<file path="config.mk">
export PLATFORM = sky130hd
export DESIGN_NAME = branch_predictor_flat
export DESIGN_NICKNAME = d
export VERILOG_FILES = /design/src/rtl/branch_predictor_if.sv /design/src/rtl/branch_predictor.sv /design/src/flat_wrapper.sv
export SDC_FILE = /design/constraint.sdc
export NUM_CORES = 1
export LEC_CHECK = 0
export CAP_MARGIN = 30
export CORE_ASPECT_RATIO = 0.7
export CORE_MARGIN = 2
export CORE_UTILIZATION = 30
export CTS_CLUSTER_DIAMETER = 40
export DETAILED_ROUTE_END_ITERATION = 7
export DONT_BUFFER_PORTS = 1
export PLACE_DENSITY_LB_ADDON = 0.15
export SKIP_CTS_REPAIR_TIMING = 1
export SYNTH_ARGS = -nofsm -noshare
export SYNTH_HDL_FRONTEND = slang
export SYNTH_SLANG_ARGS = --single-unit
</file>
<file path="constraint.sdc">
create_clock -name clk -period 4.2 [get_ports clk]
set_input_delay 0.63 -clock clk [delete_from_list [all_inputs] [get_ports clk]]
set_output_delay 0.63 -clock clk [all_outputs]
set_load 0.01 [all_outputs]
</file>
<file path="src/rtl/branch_predictor_if.sv">
// Fetch/execute-side bundle for branch_predictor: lookup, resolved-branch update,
// readiness and optional statistics outputs.
interface branch_predictor_if;
    logic        ready;
    logic        lookup_valid;
    logic [31:0] lookup_pc;
    logic        predict_valid;
    logic        predict_taken;
    logic        update_valid;
    logic [31:0] update_pc;
    logic        update_taken;
    logic        update_predicted;
    logic [31:0] stat_updates;
    logic [31:0] stat_mispredicts;

    modport master (
        input  ready, predict_valid, predict_taken, stat_updates, stat_mispredicts,
        output lookup_valid, lookup_pc, update_valid, update_pc, update_taken, update_predicted
    );

    modport slave (
        output ready, predict_valid, predict_taken, stat_updates, stat_mispredicts,
        input  lookup_valid, lookup_pc, update_valid, update_pc, update_taken, update_predicted
    );
endinterface

</file>
<file path="src/rtl/branch_predictor.sv">
// PC-indexed table of 2-bit saturating direction counters, sequentially initialised
// after reset. Optional statistics counters enabled by BRANCH_PREDICTOR_STATS_EN.
module branch_predictor #(
    parameter int unsigned ENTRIES      = 64,
    parameter int unsigned COUNTER_INIT = 1
) (
    input logic          clk,
    input logic          reset_n,
    branch_predictor_if.slave bp
);
    localparam int unsigned IDX_W    = $clog2(ENTRIES);
    localparam logic [1:0]  INIT_VAL = 2'(COUNTER_INIT);

    typedef enum logic {INIT, RUN} state_e;

    state_e           state_q, state_d;
    logic [IDX_W-1:0] init_idx_q, init_idx_d;
    logic [1:0]       table_q [ENTRIES];

    logic [IDX_W-1:0] lk_idx, upd_idx;
    logic [1:0]       upd_cur, upd_new, lk_ctr;
    logic             run;
    logic             predict_valid_q, predict_valid_d;
    logic             predict_taken_q, predict_taken_d;

    assign lk_idx  = bp.lookup_pc[IDX_W+1:2];
    assign upd_idx = bp.update_pc[IDX_W+1:2];
    assign run     = (state_q == RUN);

    always_ff @(posedge clk) begin
        if (!reset_n) begin
            state_q    <= INIT;
            init_idx_q <= '0;
        end else begin
            state_q    <= state_d;
            init_idx_q <= init_idx_d;
        end
    end

    always_comb begin
        state_d    = state_q;
        init_idx_d = init_idx_q;
        if (state_q == INIT) begin
            init_idx_d = init_idx_q + IDX_W'(1);
            if (init_idx_q == IDX_W'(ENTRIES - 1))
                state_d = RUN;
        end
    end

    always_comb begin
        bp.ready = run;
    end

    always_comb begin
        upd_cur = table_q[upd_idx];
        upd_new = upd_cur;
        if (bp.update_taken) begin
            if (upd_cur != 2'd3) upd_new = upd_cur + 2'd1;
        end else begin
            if (upd_cur != 2'd0) upd_new = upd_cur - 2'd1;
        end
    end

    // Write-first: a same-cycle update to the looked-up entry is forwarded.
    always_comb begin
        lk_ctr = table_q[lk_idx];
        if (bp.update_valid && (upd_idx == lk_idx))
            lk_ctr = upd_new;
        predict_valid_d = run && bp.lookup_valid;
        predict_taken_d = predict_taken_q;
        if (run && bp.lookup_valid)
            predict_taken_d = lk_ctr[1];
    end

    always_ff @(posedge clk) begin
        if (reset_n) begin
            if (state_q == INIT)
                table_q[init_idx_q] <= INIT_VAL;
            else if (bp.update_valid)
                table_q[upd_idx] <= upd_new;
        end
    end

    always_ff @(posedge clk) begin
        if (!reset_n) begin
            predict_valid_q <= 1'b0;
            predict_taken_q <= 1'b0;
        end else begin
            predict_valid_q <= predict_valid_d;
            predict_taken_q <= predict_taken_d;
        end
    end

    assign bp.predict_valid = predict_valid_q;
    assign bp.predict_taken = predict_taken_q;

`ifdef BRANCH_PREDICTOR_STATS_EN
    logic [31:0] stat_upd_q, stat_upd_d;
    logic [31:0] stat_mis_q, stat_mis_d;

    always_comb begin
        stat_upd_d = stat_upd_q;
        stat_mis_d = stat_mis_q;
        if (run && bp.update_valid) begin
            stat_upd_d = stat_upd_q + 32'd1;
            if (bp.update_predicted != bp.update_taken)
                stat_mis_d = stat_mis_q + 32'd1;
        end
    end

    always_ff @(posedge clk) begin
        if (!reset_n) begin
            stat_upd_q <= '0;
            stat_mis_q <= '0;
        end else begin
            stat_upd_q <= stat_upd_d;
            stat_mis_q <= stat_mis_d;
        end
    end

    assign bp.stat_updates     = stat_upd_q;
    assign bp.stat_mispredicts = stat_mis_q;
`else
    logic unused_stats;
    assign unused_stats        = bp.update_predicted;
    assign bp.stat_updates     = '0;
    assign bp.stat_mispredicts = '0;
`endif

    logic unused_pc;
    assign unused_pc = ^{bp.lookup_pc[31:IDX_W+2], bp.lookup_pc[1:0],
                         bp.update_pc[31:IDX_W+2], bp.update_pc[1:0]};
endmodule

</file>
<file path="src/flat_wrapper.sv">
// flat-port wrapper written by rule: the top's interface ports become plain ports
module branch_predictor_flat 
#(
    parameter int unsigned ENTRIES      = 64,
    parameter int unsigned COUNTER_INIT = 1
)
  (clk, reset_n, bp_ready, bp_predict_valid, bp_predict_taken, bp_stat_updates, bp_stat_mispredicts, bp_lookup_valid, bp_lookup_pc, bp_update_valid, bp_update_pc, bp_update_taken, bp_update_predicted);
  branch_predictor_if bp_i ();
  input logic clk;
  input logic reset_n;
  output wire logic [$bits(bp_i.ready)-1:0] bp_ready;
  output wire logic [$bits(bp_i.predict_valid)-1:0] bp_predict_valid;
  output wire logic [$bits(bp_i.predict_taken)-1:0] bp_predict_taken;
  output wire logic [$bits(bp_i.stat_updates)-1:0] bp_stat_updates;
  output wire logic [$bits(bp_i.stat_mispredicts)-1:0] bp_stat_mispredicts;
  input wire logic [$bits(bp_i.lookup_valid)-1:0] bp_lookup_valid;
  input wire logic [$bits(bp_i.lookup_pc)-1:0] bp_lookup_pc;
  input wire logic [$bits(bp_i.update_valid)-1:0] bp_update_valid;
  input wire logic [$bits(bp_i.update_pc)-1:0] bp_update_pc;
  input wire logic [$bits(bp_i.update_taken)-1:0] bp_update_taken;
  input wire logic [$bits(bp_i.update_predicted)-1:0] bp_update_predicted;
  assign bp_ready = bp_i.ready;
  assign bp_predict_valid = bp_i.predict_valid;
  assign bp_predict_taken = bp_i.predict_taken;
  assign bp_stat_updates = bp_i.stat_updates;
  assign bp_stat_mispredicts = bp_i.stat_mispredicts;
  assign bp_i.lookup_valid = bp_lookup_valid;
  assign bp_i.lookup_pc = bp_lookup_pc;
  assign bp_i.update_valid = bp_update_valid;
  assign bp_i.update_pc = bp_update_pc;
  assign bp_i.update_taken = bp_update_taken;
  assign bp_i.update_predicted = bp_update_predicted;
  branch_predictor #(.ENTRIES(ENTRIES), .COUNTER_INIT(COUNTER_INIT)) u_core (.clk(clk), .reset_n(reset_n), .bp(bp_i));
endmodule
</file>
==> impl_metrics.json <==
{
  "avgSynthCellArea_sq_um": 14.28,
  "num_rows": 47,
  "dp_hpwl_mm": 11.77,
  "routed_via_density": 4.836,
  "rsz0062_at_grt": "false",
  "stdcell_area_sq_um": 7702,
  "die_area_sq_um": 25160,
  "wl_met1_mm": 9.197,
  "fin_crit_sh_pct": 73.00,
  "final_nets": 569,
  "end_kind": "flop",
  "critical_path_class": "flop to flop",
  "clock_latency_ns": 0.43,
  "wl_mm": 18.14,
  "finalSetupViolCount": 0,
  "p_leak_nw": 2.748,
  "grt_max_degree": 65,
  "grt.total_usage_pct": 14.67,
  "regArea_sq_um": 4024,
  "clkTransAtPathRegs_ns": 0.06,
  "ys.flop_type": "edfxtp_1",
  "fin_ws_ns": 1.134,
  "tns_ns": 0,
  "p_per_area_nw_per_um2": 400.7,
  "antenna_left": 0,
  "dp.cells": 797,
  "routabilityCongestion": 0.7879,
  "first_pass_iters": 5,
  "slew_violations": 0,
  "grt.overflow.total": 0,
  "grt_first_pass_wirelength_mm": 26.12,
  "antenna_found_initial": 0,
  "die_y_um": 133.3,
  "holdCritPathClass": "primary input to flop",
  "cts_buffers": 17,
  "synthesis.area_sq_um": 7167,
  "wl_per_cell_um": 21.90,
  "clock_tree.root_cell": "clkbuf_16",
  "core_sq_um": 23520,
  "synth.distinct_cells": 58,
  "cts_sinks": 137,
  "cts_tree": "yes",
  "pre_cts_ws_ns": 1.102,
  "max_cap_viol_count": 0,
  "io_buffers": 0,
  "routed.top_layer": "met4",
  "layout_common_cells": "edfxtp_1, nor2_1, conb_1, mux4_2, nand2_1",
  "dpl_cell_area_sq_um": 7143,
  "drive_above_1_share_pct": 16.08,
  "max_stage_delay_ns": 0.79,
  "worst-path-max-fanout": 15,
  "synth_seq_cells": 137,
  "start_util_pct": 30.47,
  "status": "completed",
  "async_flop_share_pct": 0,
  "cp_data_arrival_time_ns": 3.17,
  "slowest_stage": "and3_1",
  "multi_input_area_sq_um": 2684,
  "htreeDepth": 4,
  "ys_warn_count": 0,
  "finalHoldViolCount": 0,
  "io_pins": 137,
  "final_cells": 828,
  "finalClockSkew_ns": 0.01069,
  "cp_data_required_time_ns": 4.31,
  "area_growth_syn_to_layout_pct": 7.472,
  "fill_cells": 2339,
  "die_w_um": 188.7,
  "relSlewSlack_pct": 43.48,
  "diodes": 0,
  "initialDrtViolationCount": 318,
  "wl_met3_um": 909,
  "synthCells": 502,
  "rrSetupSlack_ns": 1.13,
  "layout_commonest_cell": "edfxtp_1",
  "ir_drop_uv": 254.8,
  "grt_pass1_vias": 3891,
  "start_kind": "flop",
  "clockBufferDepth": 2,
  "path_cells": "and3_1, mux2i_4, nor4b_1, nand2_1, nor2_1",
  "layout_min_cycle_time_ns": 3.066,
  "whs_ns": 0.3243,
  "yosysSeqAreaShare_pct": 56.15,
  "drc": 0,
  "vias": 4004,
  "synth_enable_flop_cells": 128,
  "route.met2.wl_mm": 7.858,
  "worst_slew_pin_slew_ns": 0.8478,
  "max_freq_ghz": 0.3261
}
-- synthesized netlist by cell type (2+ instances only) --
cell type	count	area [sq um]
edfxtp_1	128	3844
nor2_1	72	270.3
buf_4	64	480.5
mux4_2	34	765.7
nand2_1	31	116.4
mux2i_1	15	150.1
mux4_1	11	289.0
dfxtp_1	9	180.2
xnor2_1	9	78.83
nand3_1	8	40.04
and2_1	7	43.79
clkbuf_1	7	26.28
buf_2	6	30.03
buf_6	6	67.56
inv_1	6	22.52
nor2b_1	6	37.54
o21ai_0	6	30.03
a22oi_1	5	37.54
o211ai_1	5	37.54
a221oi_1	4	35.03
or3_1	4	25.02
a22o_2	3	30.03
clkbuf_8	3	41.29
mux2i_4	3	67.56
nand3b_1	3	22.52
nand4_1	3	18.77
nor3_1	3	15.01
o21a_1	3	22.52
a211oi_1	2	15.01
a21boi_0	2	15.01
a221o_1	2	20.02
a31oi_1	2	12.51
and2b_2	2	17.52
and3_1	2	12.51
nand2b_1	2	12.51
o31ai_1	2	15.01
-- sequential cells by signal (all words and copies together), names as in the netlist --
name	count
u_core.bp.ready	1
u_core.init_idx_q	6
u_core.bp.predict_valid	1
u_core.table_q	128
u_core.bp.predict_taken	1
-- power by group --
| group | total (mW) | leakage (nW) | internal (mW) | switching [mW] |
|---|---|---|---|---|
| Sequential | 1.48 | 1.48 | 1.47 | 0.00747 |
| Clock | 1.46 | 0.265 | 0.868 | 0.590 |
| Combinational | 0.146 | 1.01 | 0.0607 | 0.0856 |
| Total | 3.09 | 2.75 | 2.40 | 0.683 |
-- area by class of cell --
type | instances | share of cell area (%)
Inverter | 6 | 0.2924
Multi-Input combinational cell | 334 | 34.84
Clock inverter | 12 | 1.641
Timing Repair Buffer | 2 | 0.1949
Sequential cell | 137 | 52.24
Clock buffer | 19 | 5.621
Tap cell | 318 | 5.166
-- critical path: cells and delay by family, from the launching register on --
family	cells	cell delay (ns)
simple gates	4	1.61
mux	1	0.57
flops	1	0.55
-- metal layers --
layer	GRT usage, %	vias to the layer above
met5	0	-
met4	3.906	0
met3	2.977	17
met2	20.96	132
met1	22.50	2075
li1	-	1780
-- final timing paths --
| path | from | end | cells past startpoint |
|---|---|---|---|
| setup / recovery | u_core.bp.ready | u_core.table_q[51][1] | 5 |
| setup reg to reg | u_core.bp.ready | u_core.table_q[51][1] | 5 |
| hold reg to reg | u_core.init_idx_q[5] | u_core.init_idx_q[5] | 2 |
| hold / removal | reset_n | u_core.init_idx_q[0] | 1 |
-- stage by stage --
stage	utilization, %	total power, mW
6_report	32.74	3.086
4_1_cts	32.74	3.103
5_1_grt	32.74	3.166
3_3_place_gp	30.37	1.655
2_1_floorplan	-	1.704
3_5_place_dp	30.37	1.655
-- logic make-up after synthesis --
family / share of synthesized area [%]
buffers and inverters: 9.811
and+or+nand+nor: 9.585
adders and majority gates: 0.4713
xor gates and xnor gates: 1.222
muxes: 17.91
other: 0.05232
DFF: 56.15
AOI/OAI and AO/OA: 4.801
No activity file was read; power rests on OpenSTA's default activity.
